===== src/rtl/game_pkg.sv =====
// Shared tic-tac-toe board definitions: FSM states, winner codes,
// pixel bounds of the 3x3 grid cells and the 8 winning line masks.
package game_pkg;

    typedef enum logic [1:0] {
        TURN_X = 2'd0,
        TURN_O = 2'd1,
        CHECK  = 2'd2,
        OVER   = 2'd3
    } state_e;

    typedef enum logic [1:0] {
        WIN_NONE = 2'b00,
        WIN_X    = 2'b01,
        WIN_O    = 2'b10,
        WIN_DRAW = 2'b11
    } winner_e;

    // Strict (exclusive) bounds; pixels on the bounds are grid lines.
    localparam int unsigned COL0_LO = 0;
    localparam int unsigned COL0_HI = 78;
    localparam int unsigned COL1_LO = 80;
    localparam int unsigned COL1_HI = 158;
    localparam int unsigned COL2_LO = 160;
    localparam int unsigned COL2_HI = 238;
    localparam int unsigned ROW2_LO = 41;
    localparam int unsigned ROW2_HI = 119;
    localparam int unsigned ROW1_LO = 121;
    localparam int unsigned ROW1_HI = 199;
    localparam int unsigned ROW0_LO = 201;
    localparam int unsigned ROW0_HI = 279;

    localparam logic [3:0] FULL_BOARD = 4'd9;

    // Cell index = col*3 + row. Bits 0-2 columns, 3-5 rows, 6-7 diagonals.
    localparam logic [7:0][8:0] LINE_MASK = {
        9'b001_010_100,
        9'b100_010_001,
        9'b100_100_100,
        9'b010_010_010,
        9'b001_001_001,
        9'b111_000_000,
        9'b000_111_000,
        9'b000_000_111
    };

    function automatic logic [7:0] line_hits(input logic [8:0] b);
        logic [7:0] h;
        for (int i = 0; i < 8; i++) begin
            h[i] = (b & LINE_MASK[i]) == LINE_MASK[i];
        end
        return h;
    endfunction

    // One move can close two lines at once; report the lowest one.
    function automatic logic [7:0] lowest_one(input logic [7:0] h);
        return h & (~h + 8'd1);
    endfunction

endpackage


===== src/rtl/board_cell_decoder.sv =====
// Combinational mouse-coordinate to board-cell decoder.
// Ports: x, y in; cell_idx (col*3+row) and cell_valid out.
module board_cell_decoder
    import game_pkg::*;
#(
    parameter int SCREEN_WIDTH       = 240,
    parameter int SCREEN_HEIGHT      = 320,
    parameter int BITS_SCREEN_WIDTH  = 8,
    parameter int BITS_SCREEN_HEIGHT = 9
) (
    input  logic [BITS_SCREEN_WIDTH-1:0]  x,
    input  logic [BITS_SCREEN_HEIGHT-1:0] y,
    output logic [3:0]                    cell_idx,
    output logic                          cell_valid
);

    logic [31:0] xe;
    logic [31:0] ye;
    logic [1:0]  col;
    logic [1:0]  row;
    logic        col_ok;
    logic        row_ok;
    logic        on_screen;

    always_comb begin
        xe     = 32'(x);
        ye     = 32'(y);
        col    = 2'd0;
        row    = 2'd0;
        col_ok = 1'b1;
        row_ok = 1'b1;

        if (xe > COL0_LO && xe < COL0_HI) begin
            col = 2'd0;
        end else if (xe > COL1_LO && xe < COL1_HI) begin
            col = 2'd1;
        end else if (xe > COL2_LO && xe < COL2_HI) begin
            col = 2'd2;
        end else begin
            col_ok = 1'b0;
        end

        // Row 0 is the bottom band of the screen.
        if (ye > ROW0_LO && ye < ROW0_HI) begin
            row = 2'd0;
        end else if (ye > ROW1_LO && ye < ROW1_HI) begin
            row = 2'd1;
        end else if (ye > ROW2_LO && ye < ROW2_HI) begin
            row = 2'd2;
        end else begin
            row_ok = 1'b0;
        end

        on_screen  = xe < 32'(SCREEN_WIDTH) && ye < 32'(SCREEN_HEIGHT);
        cell_valid = col_ok && row_ok && on_screen;
        cell_idx   = cell_valid ? (4'(col) * 4'd3 + 4'(row)) : 4'd0;
    end

endmodule


===== src/rtl/game_board_controller.sv =====
// Tic-tac-toe board controller: accepts clicks, tracks X/O marks,
// alternates turns and detects win or draw. All outputs registered.
module game_board_controller
    import game_pkg::*;
#(
    parameter int SCREEN_WIDTH       = 240,
    parameter int SCREEN_HEIGHT      = 320,
    parameter int BITS_SCREEN_WIDTH  = 8,
    parameter int BITS_SCREEN_HEIGHT = 9
) (
    input  logic                          clock,
    input  logic                          reset,
    input  logic                          click,
    input  logic [BITS_SCREEN_WIDTH-1:0]  xMouse,
    input  logic [BITS_SCREEN_HEIGHT-1:0] yMouse,
    input  logic                          new_game,
    output logic [8:0]                    x_status,
    output logic [8:0]                    o_status,
    output logic                          turn_o,
    output logic [1:0]                    winner,
    output logic                          game_over,
    output logic [7:0]                    win_line
);

    state_e     state_q,     state_d;
    logic [8:0] x_q,         x_d;
    logic [8:0] o_q,         o_d;
    logic       turn_o_q,    turn_o_d;
    winner_e    winner_q,    winner_d;
    logic       game_over_q, game_over_d;
    logic [7:0] win_line_q,  win_line_d;
    logic [3:0] cnt_q,       cnt_d;
    logic       mover_q,     mover_d;

    logic [3:0] cell_idx;
    logic       cell_valid;
    logic [8:0] occupied;
    logic [7:0] hits;

    board_cell_decoder #(
        .SCREEN_WIDTH      (SCREEN_WIDTH),
        .SCREEN_HEIGHT     (SCREEN_HEIGHT),
        .BITS_SCREEN_WIDTH (BITS_SCREEN_WIDTH),
        .BITS_SCREEN_HEIGHT(BITS_SCREEN_HEIGHT)
    ) u_dec (
        .x         (xMouse),
        .y         (yMouse),
        .cell_idx  (cell_idx),
        .cell_valid(cell_valid)
    );

    assign occupied = x_q | o_q;
    assign hits     = line_hits(mover_q ? o_q : x_q);

    always_comb begin
        state_d     = state_q;
        x_d         = x_q;
        o_d         = o_q;
        turn_o_d    = turn_o_q;
        winner_d    = winner_q;
        game_over_d = game_over_q;
        win_line_d  = win_line_q;
        cnt_d       = cnt_q;
        mover_d     = mover_q;

        if (new_game) begin
            state_d     = TURN_X;
            x_d         = '0;
            o_d         = '0;
            turn_o_d    = 1'b0;
            winner_d    = WIN_NONE;
            game_over_d = 1'b0;
            win_line_d  = '0;
            cnt_d       = '0;
            mover_d     = 1'b0;
        end else begin
            unique case (state_q)
                TURN_X, TURN_O: begin
                    if (click && cell_valid && !occupied[cell_idx]) begin
                        if (state_q == TURN_O) begin
                            o_d[cell_idx] = 1'b1;
                        end else begin
                            x_d[cell_idx] = 1'b1;
                        end
                        mover_d = (state_q == TURN_O);
                        cnt_d   = cnt_q + 4'd1;
                        state_d = CHECK;
                    end
                end
                CHECK: begin
                    if (|hits) begin
                        winner_d    = mover_q ? WIN_O : WIN_X;
                        win_line_d  = lowest_one(hits);
                        game_over_d = 1'b1;
                        state_d     = OVER;
                    end else if (cnt_q == FULL_BOARD) begin
                        winner_d    = WIN_DRAW;
                        win_line_d  = '0;
                        game_over_d = 1'b1;
                        state_d     = OVER;
                    end else begin
                        turn_o_d = ~mover_q;
                        state_d  = mover_q ? TURN_X : TURN_O;
                    end
                end
                OVER: begin
                end
                default: begin
                    state_d = TURN_X;
                end
            endcase
        end
    end

    always_ff @(posedge clock) begin
        if (reset) begin
            state_q     <= TURN_X;
            x_q         <= '0;
            o_q         <= '0;
            turn_o_q    <= 1'b0;
            winner_q    <= WIN_NONE;
            game_over_q <= 1'b0;
            win_line_q  <= '0;
            cnt_q       <= '0;
            mover_q     <= 1'b0;
        end else begin
            state_q     <= state_d;
            x_q         <= x_d;
            o_q         <= o_d;
            turn_o_q    <= turn_o_d;
            winner_q    <= winner_d;
            game_over_q <= game_over_d;
            win_line_q  <= win_line_d;
            cnt_q       <= cnt_d;
            mover_q     <= mover_d;
        end
    end

    assign x_status  = x_q;
    assign o_status  = o_q;
    assign turn_o    = turn_o_q;
    assign winner    = winner_q;
    assign game_over = game_over_q;
    assign win_line  = win_line_q;

endmodule


===== config.mk =====
export PLATFORM = sky130hd
export DESIGN_NAME = game_board_controller
export DESIGN_NICKNAME = d
export VERILOG_FILES = /design/src/rtl/game_pkg.sv /design/src/rtl/board_cell_decoder.sv /design/src/rtl/game_board_controller.sv
export SDC_FILE = /design/constraint.sdc
export NUM_CORES = 1
export LEC_CHECK = 0
export CORE_UTILIZATION = 50
export CTS_CLUSTER_SIZE = 25
export DETAILED_ROUTE_END_ITERATION = 10
export PLACE_DENSITY = 0.86
export SLEW_MARGIN = 20
export SYNTH_ARGS = -nofsm -noshare
export SYNTH_HDL_FRONTEND = slang
export SYNTH_SLANG_ARGS = --single-unit

===== constraint.sdc =====
create_clock -name clock -period 5.42 [get_ports clock]
set_input_delay 0.542 -clock clock [delete_from_list [all_inputs] [get_ports clock]]
set_output_delay 0.542 -clock clock [all_outputs]
set_load 0.1 [all_outputs]

; ---- Word level (Yosys, flattened, before mapping)
; Index checks and enable logic that the tools add are counted.
; W data, S select, Z words.
[totals]
reg_bits = 37
latch_bits = 0
mem_bits_rw = 0
rom_bits = 0
out_inout_bits = 30
elab_cells = 105
memories = 0
[op_classes]
addsub = 3
n_mul = 1
div_mod_pow = 0
n_lt_le_gt_ge = 16
eq_ne = 12
shifts = 0
n_mux = 30
n_bitwise = 9
n_reduce_logical = 25
[ops]
columns = op, n
row1 = $or A9 B9 Y9, 3
row2 = $eq A3 B3 Y1 const B, 8
row3 = $lt A8 B8 Y1 const B, 3
row4 = $mux W2, 12
row5 = $lt A9 B9 Y1 const B, 2
row6 = $mux W8, 2
row7 = $logic_and A1 B1 Y1, 12
row8 = $mux W1, 11
row9 = $gt A9 B6 Y1 const B, 1
row10 = $gt A9 B7 Y1 const B, 1
row11 = $gt A9 B8 Y1 const B, 1
row12 = $lt A9 B7 Y1 const B, 1
row13 = $lt A9 B8 Y1 const B, 1
row14 = $mux W9, 1
row15 = $reduce_and A3 Y1, 3
row16 = $add A8 B1 Y8 const B, 1
row17 = $and A8 B8 Y8, 1
row18 = $gt A8 B1 Y1 const B, 1
row19 = $gt A8 B7 Y1 const B, 1
row20 = $gt A8 B8 Y1 const B, 1
row21 = $lt A8 B7 Y1 const B, 1
row22 = $not A8 Y8, 1
row23 = $reduce_or A8 Y1, 1
row24 = $reduce_and A2 Y1, 3
row25 = other kinds (18), 23

; ---- Longest topological paths before layout
[logic_depth]
ltp_word = 14
depth_mapped = 15
mapped_depth_nobuf = 14

; ---- By module
; A second synthesis with hierarchy kept.
[unflattened]
hier_cells = 279
hier_area_um2 = 2264.7
[by_module_without_submodules]
columns = mod, n_inst, cells_per_inst, area_each_um2, seq_area_each_um2
row1 = game_board_controller, 1, 224, 1840.5, 740.7
row2 = board_cell_decoder, 1, 55, 424.2, 0.0

; ---- Least setup slack after synthesis
; OpenSTA, ideal clock, no wires.
[synth_timing]
path_kind = input -> register
from = in xMouse[0]
to = reg cnt_q[2]
setup_ns = 0.070
arrival_time_ns = 3.972
t_required_ns = 5.350
setup_slack_ns = 1.378
cell_stages = 13
path_buffers = 0
path_cell_list = or4_4 o21a_1 o221a_2 fa_1 ha_1 inv_1 fa_1 or4b_1 nor2_1 a311oi_1 o311ai_4 or3_1 a21oi_1
[synth_via]
elab_chain_cells = 13
[synth_lines]
columns = element, line_no
row1 = start: declaration, game_board_controller.sv:14  ; input logic [BITS_SCREEN_WIDTH-1:0] xMouse,
row2 = $gt A8 B8 Y1 or $lt A8 B8 Y1 (tied branches), board_cell_decoder.sv:37  ; end else if (xe > COL2_LO && xe < COL2_HI) begin
row3 = $logic_and A1 B1 Y1, board_cell_decoder.sv:37
row4 = $mux W2 or $mux W1 (tied branches), board_cell_decoder.sv:37
row5 = $mux W2 or $mux W1 (tied branches), board_cell_decoder.sv:35  ; end else if (xe > COL1_LO && xe < COL1_HI) begin
row6 = $mux W2 or $mux W1 (tied branches), board_cell_decoder.sv:33  ; if (xe > COL0_LO && xe < COL0_HI) begin
row7 = $mul A2 B2 Y4 or $logic_and A1 B1 Y1 (tied branches), "board_cell_decoder.sv:56, board_cell_decoder.sv:55"
row8 = $add A4 B2 Y4 or $logic_and A1 B1 Y1 (tied branches), "board_cell_decoder.sv:56, board_cell_decoder.sv:55"
row9 = $mux W4, board_cell_decoder.sv:56  ; cell_idx = cell_valid ? (4'(col) * 4'd3 + 4'(row)) : 4'd0;
row10 = $bmux W1 S4, game_board_controller.sv:79  ; if (click && cell_valid && !occupied[cell_idx]) begin
row11 = $mux W1 (not written as such), game_board_controller.sv:79
row12 = $logic_not A1 Y1, game_board_controller.sv:79
row13 = $logic_and A1 B1 Y1 *, game_board_controller.sv:79
row14 = $reduce_and A2 Y1 (no line) *, --
row15 = end signal: assignment, game_board_controller.sv:134  ; cnt_q <= cnt_d;
row16 = end: declaration, game_board_controller.sv:32  ; logic [3:0] cnt_q, cnt_d;
; Every way passes the cells marked *; elsewhere a longest branch is shown, timed or not. The select of a mux whose other input is x is not followed.
; A chain may end at the register's enable or synchronous reset.

; ---- Worst setup path in the final report
[layout_timing]
from = in xMouse[1]
to = reg x_q[1], in the netlist x_status[1]
[layout_via]
elab_chain_cells = 13
[layout_lines]
columns = element, line_no
row1 = $gt A8 B8 Y1 or $lt A8 B8 Y1 (tied branches), board_cell_decoder.sv:37
row2 = $logic_and A1 B1 Y1, board_cell_decoder.sv:37
row3 = $mux W2 or $mux W1 (tied branches), board_cell_decoder.sv:37
row4 = $mux W2 or $mux W1 (tied branches), board_cell_decoder.sv:35
row5 = $mux W2 or $mux W1 (tied branches), board_cell_decoder.sv:33
row6 = $mul A2 B2 Y4 or $logic_and A1 B1 Y1 (tied branches), "board_cell_decoder.sv:56, board_cell_decoder.sv:55"
row7 = $add A4 B2 Y4 or $logic_and A1 B1 Y1 (tied branches), "board_cell_decoder.sv:56, board_cell_decoder.sv:55"
row8 = $mux W4, board_cell_decoder.sv:56
row9 = $lt A4 B5 Y1 (not written as such) (tied with other cells), game_board_controller.sv:83  ; x_d[cell_idx] = 1'b1;
row10 = $logic_and A1 B1 Y1 (not written as such) or $mux W1 (tied branches), "game_board_controller.sv:83, game_board_controller.sv:79"
row11 = $mux W1 (not written as such) or $logic_not A1 Y1 (tied branches), "game_board_controller.sv:83, game_board_controller.sv:79"
row12 = $demux W1 S4 or $logic_and A1 B1 Y1 (tied branches), "game_board_controller.sv:83, game_board_controller.sv:79"
row13 = $or A9 B9 Y9 (no line) or $reduce_and A3 Y1 (tied branches), --
row14 = end signal: assignment, game_board_controller.sv:118  ; x_q <= '0;
row15 = end signal: assignment, game_board_controller.sv:128  ; x_q <= x_d;
row16 = end: declaration, game_board_controller.sv:26  ; logic [8:0] x_q, x_d;
; Parallel ways exist; a longest one is shown, timed or not. The select of a mux whose other input is x is not followed.

==> flow_results.xml <==
<?xml version="1.0" encoding="UTF-8"?>
<metrics>
  <group name="status">
    <metric name="outcome" unit="">finished, final reports clean</metric>
  </group>
  <group name="timing">
    <metric name="finalSetupViolCount" unit="">0</metric>
    <metric name="tns" unit="ns">0</metric>
    <metric name="hold_violations" unit="">0</metric>
    <metric name="slew_headroom" unit="">0.341</metric>
    <metric name="max_slew.worst_pin.slew" unit="ns">0.985</metric>
    <metric name="post-route-period-util" unit="">0.821</metric>
    <metric name="grt_setup_unrepaired" unit="">false</metric>
    <metric name="timing.final.crit_period" unit="ns">4.45</metric>
    <metric name="finalClockSkew" unit="ns">0.00510</metric>
    <metric name="final_max_slew_viol_count" unit="">0</metric>
    <metric name="max_clock_freq" unit="MHz">225</metric>
  </group>
  <group name="synth">
    <metric name="synthAdderAreaFrac" unit="">0.0402</metric>
    <metric name="yosysWarnings" unit="">0</metric>
    <metric name="count_of_mapped_cells_out_of_synthesis" unit="">255</metric>
    <metric name="synthXorXnorAreaFrac" unit="">0</metric>
    <metric name="largest_family_of_logic_cells_by_synthesized_area" unit="">simple AND/OR/NAND/NOR gates</metric>
    <metric name="async_flop_share" unit="">0</metric>
    <metric name="synth_seq_area_share" unit="">0.331</metric>
    <metric name="synth.ff_latch_count" unit="">37</metric>
    <metric name="synth_compound_gate_area_share" unit="">0.245</metric>
    <metric name="postSynthAreaPerCell" unit="um^2">8.78</metric>
    <metric name="net_count_synth" unit="">282</metric>
    <metric name="syn_area" unit="um^2">2240</metric>
    <metric name="fraction_of_synthesized_area_in_multiplexers" unit="">0.0888</metric>
    <metric name="number_of_different_library_cells_in_the_post_synthesis_netlist" unit="">57</metric>
    <metric name="share_of_synthesized_cell_area_in_and_or_nand_and_nor_gates" unit="">0.250</metric>
    <metric name="synth_enable_flop_cells" unit="">0</metric>
    <metric name="commonest_register_cell_after_synthesis" unit="">sky130_fd_sc_hd__dfxtp_1</metric>
  </group>
  <group name="clocking">
    <metric name="cts.repair.resized" unit="">0</metric>
    <metric name="cts_tree" unit="">built</metric>
    <metric name="setup_buffers_after_cts" unit="">0</metric>
    <metric name="cts_max_path_buffers" unit="">2</metric>
    <metric name="cts-hold-fix-buffers" unit="">0</metric>
    <metric name="clk_latency" unit="ns">0.29</metric>
    <metric name="cts_root_buf" unit="">sky130_fd_sc_hd__clkbuf_8</metric>
    <metric name="clkSlewWorstSetupHoldPaths" unit="ns">0.08</metric>
    <metric name="cts_inserted_buffers" unit="">5</metric>
    <metric name="clock_sinks" unit="">37</metric>
    <metric name="cts_htree_levels" unit="">2</metric>
  </group>
  <group name="power">
    <metric name="p_total" unit="mW">0.640</metric>
    <metric name="leak" unit="nW">1.03</metric>
    <metric name="power_per_unit_of_standard_cell_area" unit="nW/um^2">222</metric>
    <metric name="vdd_ir_drop_max" unit="uV">174</metric>
  </group>
  <group name="global_routing">
    <metric name="grt_first_pass_wirelength" unit="um">8600</metric>
    <metric name="grt_max_degree" unit="">37</metric>
    <metric name="antenna_found_initial" unit="">0</metric>
    <metric name="overflow" unit="">0</metric>
    <metric name="grt_util_all_layers" unit="">0.242</metric>
    <metric name="grt_pass1_vias" unit="">1912</metric>
  </group>
  <group name="setup_path">
    <metric name="endpoint_of_the_worst_register_to_register_path" unit="">win_line[7]</metric>
    <metric name="timing.critical_path.max_delay_family" unit="">compound AO/OA/AOI/OAI gates</metric>
    <metric name="critical_path_cell_sequence" unit="">clkdlybuf4s50_1 -&gt; or4_4 -&gt; o21a_1 -&gt; o221a_2 -&gt; fa_1 -&gt; ha_1 -&gt; inv_1 -&gt; fa_1 -&gt; or4b_1 -&gt; nor2_1 -&gt; a311oi_1 -&gt; o311ai_4 -&gt; nor2_4 -&gt; a32o_1</metric>
    <metric name="reg2reg_from" unit="">mover_q</metric>
    <metric name="arrival" unit="ns">4.68</metric>
    <metric name="cell_count_of_the_worst_reg_to_reg_path" unit="">7</metric>
    <metric name="crit_fanout" unit="">18</metric>
    <metric name="critical_path.slowest_cell" unit="">sky130_fd_sc_hd__or4_4</metric>
    <metric name="startpoint_type" unit="">input pin</metric>
    <metric name="worst_path_most_repeated_cell" unit="">sky130_fd_sc_hd__fa_1</metric>
    <metric name="cp-endpoint" unit="">x_status[1]</metric>
    <metric name="worst-endpoint-required" unit="ns">5.65</metric>
    <metric name="path_class" unit="">input pin to register</metric>
    <metric name="regToRegSetupSlack" unit="ns">2.91</metric>
    <metric name="critical_path.endpoint_type" unit="">register</metric>
    <metric name="cp.buffers_inverters" unit="">2</metric>
    <metric name="cp.depth" unit="">14</metric>
    <metric name="setup.worst_path.start" unit="">xMouse[1]</metric>
    <metric name="slowest_delay" unit="ns">0.54</metric>
  </group>
  <group name="route">
    <metric name="wl_per_cell" unit="um">15.4</metric>
    <metric name="drt_iter0_markers" unit="">145</metric>
    <metric name="drc" unit="">0</metric>
    <metric name="drt.antenna.violating_nets" unit="">0</metric>
    <metric name="totalWireLength" unit="um">5450</metric>
    <metric name="avgViaCountPerCell" unit="">6.11</metric>
    <metric name="detailedRoute.firstPassIterationCount" unit="">5</metric>
    <metric name="dr_total_vias" unit="">2156</metric>
  </group>
  <group name="cells_and_area">
    <metric name="antenna_cells_inserted" unit="">0</metric>
    <metric name="footprint_of_the_flip_flops_and_latches" unit="um^2">741</metric>
    <metric name="total_nets_final" unit="">329</metric>
    <metric name="fill_cells" unit="">334</metric>
    <metric name="synthToLayoutAreaGrowth" unit="%">28.9</metric>
    <metric name="multi_input_area" unit="um^2">1400</metric>
    <metric name="final_layout_size_suffix_gt1_frac" unit="">0.0924</metric>
    <metric name="final_cell_count_no_fill" unit="">353</metric>
  </group>
  <group name="place">
    <metric name="portBuffers" unit="">50</metric>
    <metric name="post-dp-hpwl" unit="um">3970</metric>
    <metric name="place.detailed.instances" unit="">345</metric>
    <metric name="place_congestion" unit="">0.866</metric>
  </group>
  <group name="floorplanning">
    <metric name="coreArea" unit="um^2">4140</metric>
    <metric name="fp-row-count" unit="">23</metric>
    <metric name="die_area" unit="um^2">4750</metric>
    <metric name="die_width" unit="um">68.9</metric>
    <metric name="initial_utilization" unit="">0.540</metric>
    <metric name="vertical_extent_of_the_die" unit="um">68.9</metric>
    <metric name="number_of_top_level_design_ports" unit="">51</metric>
  </group>
  <group name="job">
    <metric name="drv_cap" unit="">0</metric>
  </group>
  <group name="min_path">
    <metric name="holdCritPathClass" unit="">register to register</metric>
  </group>
</metrics>
## worst min path at each step
stage | from | end | slack, ns | cells past startpoint
after floorplan | cnt_q[2] | cnt_q[2] | 0.47 | 2
after global placement | winner[0] | winner[0] | 0.43 | 2
after detailed placement | win_line[6] | win_line[6] | 0.45 | 2
after CTS | win_line[6] | win_line[6] | 0.46 | 2
after global routing | win_line[3] | win_line[3] | 0.48 | 2
final | win_line[3] | win_line[3] | 0.46 | 2
## where the power goes
group	internal [mW]	leakage, nW	switching (mW)	total [mW]
registers	0.273	0.298	0.00175	0.275
clock network	0.183	0.0681	0.0987	0.282
logic	0.0352	0.667	0.0490	0.0842
## layer usage
layer,GRT usage,wire [um],vias to the layer above
met3,0.0411,268,7
met4,0.0638,54,0
met1,0.307,2450,1029
met5,0,0,-
li1,-,-,1058
met2,0.419,2680,62
## cells in the final DEF, fill, tap and decap left out, types with 3 or more instances in the layout
cell type and n:
sky130_fd_sc_hd__mux2i_1 12, sky130_fd_sc_hd__nand2b_1 5, sky130_fd_sc_hd__nand3b_1 4, sky130_fd_sc_hd__a211oi_1 3, sky130_fd_sc_hd__dfxtp_1 37, sky130_fd_sc_hd__or3_1 4
sky130_fd_sc_hd__clkdlybuf4s50_1 50, sky130_fd_sc_hd__nand3_1 11, sky130_fd_sc_hd__nor2_1 23, sky130_fd_sc_hd__o21a_1 3, sky130_fd_sc_hd__ha_1 4, sky130_fd_sc_hd__a31o_2 3
sky130_fd_sc_hd__a21oi_1 12, sky130_fd_sc_hd__nor3b_1 3, sky130_fd_sc_hd__o21ai_0 11, sky130_fd_sc_hd__mux2_2 3, sky130_fd_sc_hd__nor3_1 3, sky130_fd_sc_hd__inv_1 9
sky130_fd_sc_hd__nand2_1 29, sky130_fd_sc_hd__clkbuf_8 5, sky130_fd_sc_hd__nand4_1 4, sky130_fd_sc_hd__a32o_1 16
## worst register-to-register path: stages, from the launching register on
cell and delay (ns):
sky130_fd_sc_hd__dfxtp_1 0.84, sky130_fd_sc_hd__mux2i_1 0.40, sky130_fd_sc_hd__nor2_1 0.08, sky130_fd_sc_hd__o21ai_0 0.17, sky130_fd_sc_hd__nand4_1 0.28, sky130_fd_sc_hd__o21ai_0 0.24
sky130_fd_sc_hd__buf_4 0.23, sky130_fd_sc_hd__mux2i_1 0.21
## through the flow
| step | instance area [um^2] | util | setup slack (ns) | hold slack, ns |
|---|---|---|---|---|
| floorplan | 2240 | - | 1.38 | 0.467 |
| global placement | 2750 | 0.664 | 0.795 | 0.428 |
| detailed placement | 2750 | 0.664 | 0.688 | 0.454 |
| CTS | 2890 | 0.697 | 0.985 | 0.465 |
| global route | 2890 | 0.697 | 0.716 | 0.484 |
| finish | 2890 | 0.697 | 0.971 | 0.461 |
## cell usage after synthesis (all sizes together), types with 3 or more instances
cell	number	area share
a211oi	3	0.010
a21oi	12	0.027
a31o	4	0.016
a32o	16	0.072
buf	7	0.022
clkbuf	5	0.0084
dfxtp	37	0.33
ha	4	0.022
inv	9	0.015
mux2	3	0.015
mux2i	12	0.054
nand2	29	0.049
nand2b	5	0.014
nand3	11	0.025
nand3b	4	0.013
nand4	4	0.011
nor2	25	0.045
nor3	3	0.0067
nor3b	3	0.010
o21a	3	0.010
o21ai	12	0.027
or3	4	0.011
## registers in the layout, summed over array words and instances (netlist names)
register,cells
game_over,1
win_line,8
o_status,9
state_q,2
cnt_q,4
mover_q,1
x_status,9
winner,2
turn_o,1
## final cells by class
| cell class | instances | share of cell area |
|---|---|---|
| Multi-Input combinational cell | 197 | 0.485 |
| Clock inverter | 3 | 0.0225 |
| Timing Repair Buffer | 52 | 0.179 |
| Tap cell | 50 | 0.0217 |
| Sequential cell | 37 | 0.257 |
| Inverter | 9 | 0.0117 |
| Clock buffer | 5 | 0.0238 |
## cell families after synthesis
group / count (synthesis)
buf+inv: 21
fa+ha+maj: 6
compound gates: 68
simple gates: 106
mux: 17
flops: 37
Power figures use the tool's default switching activity.
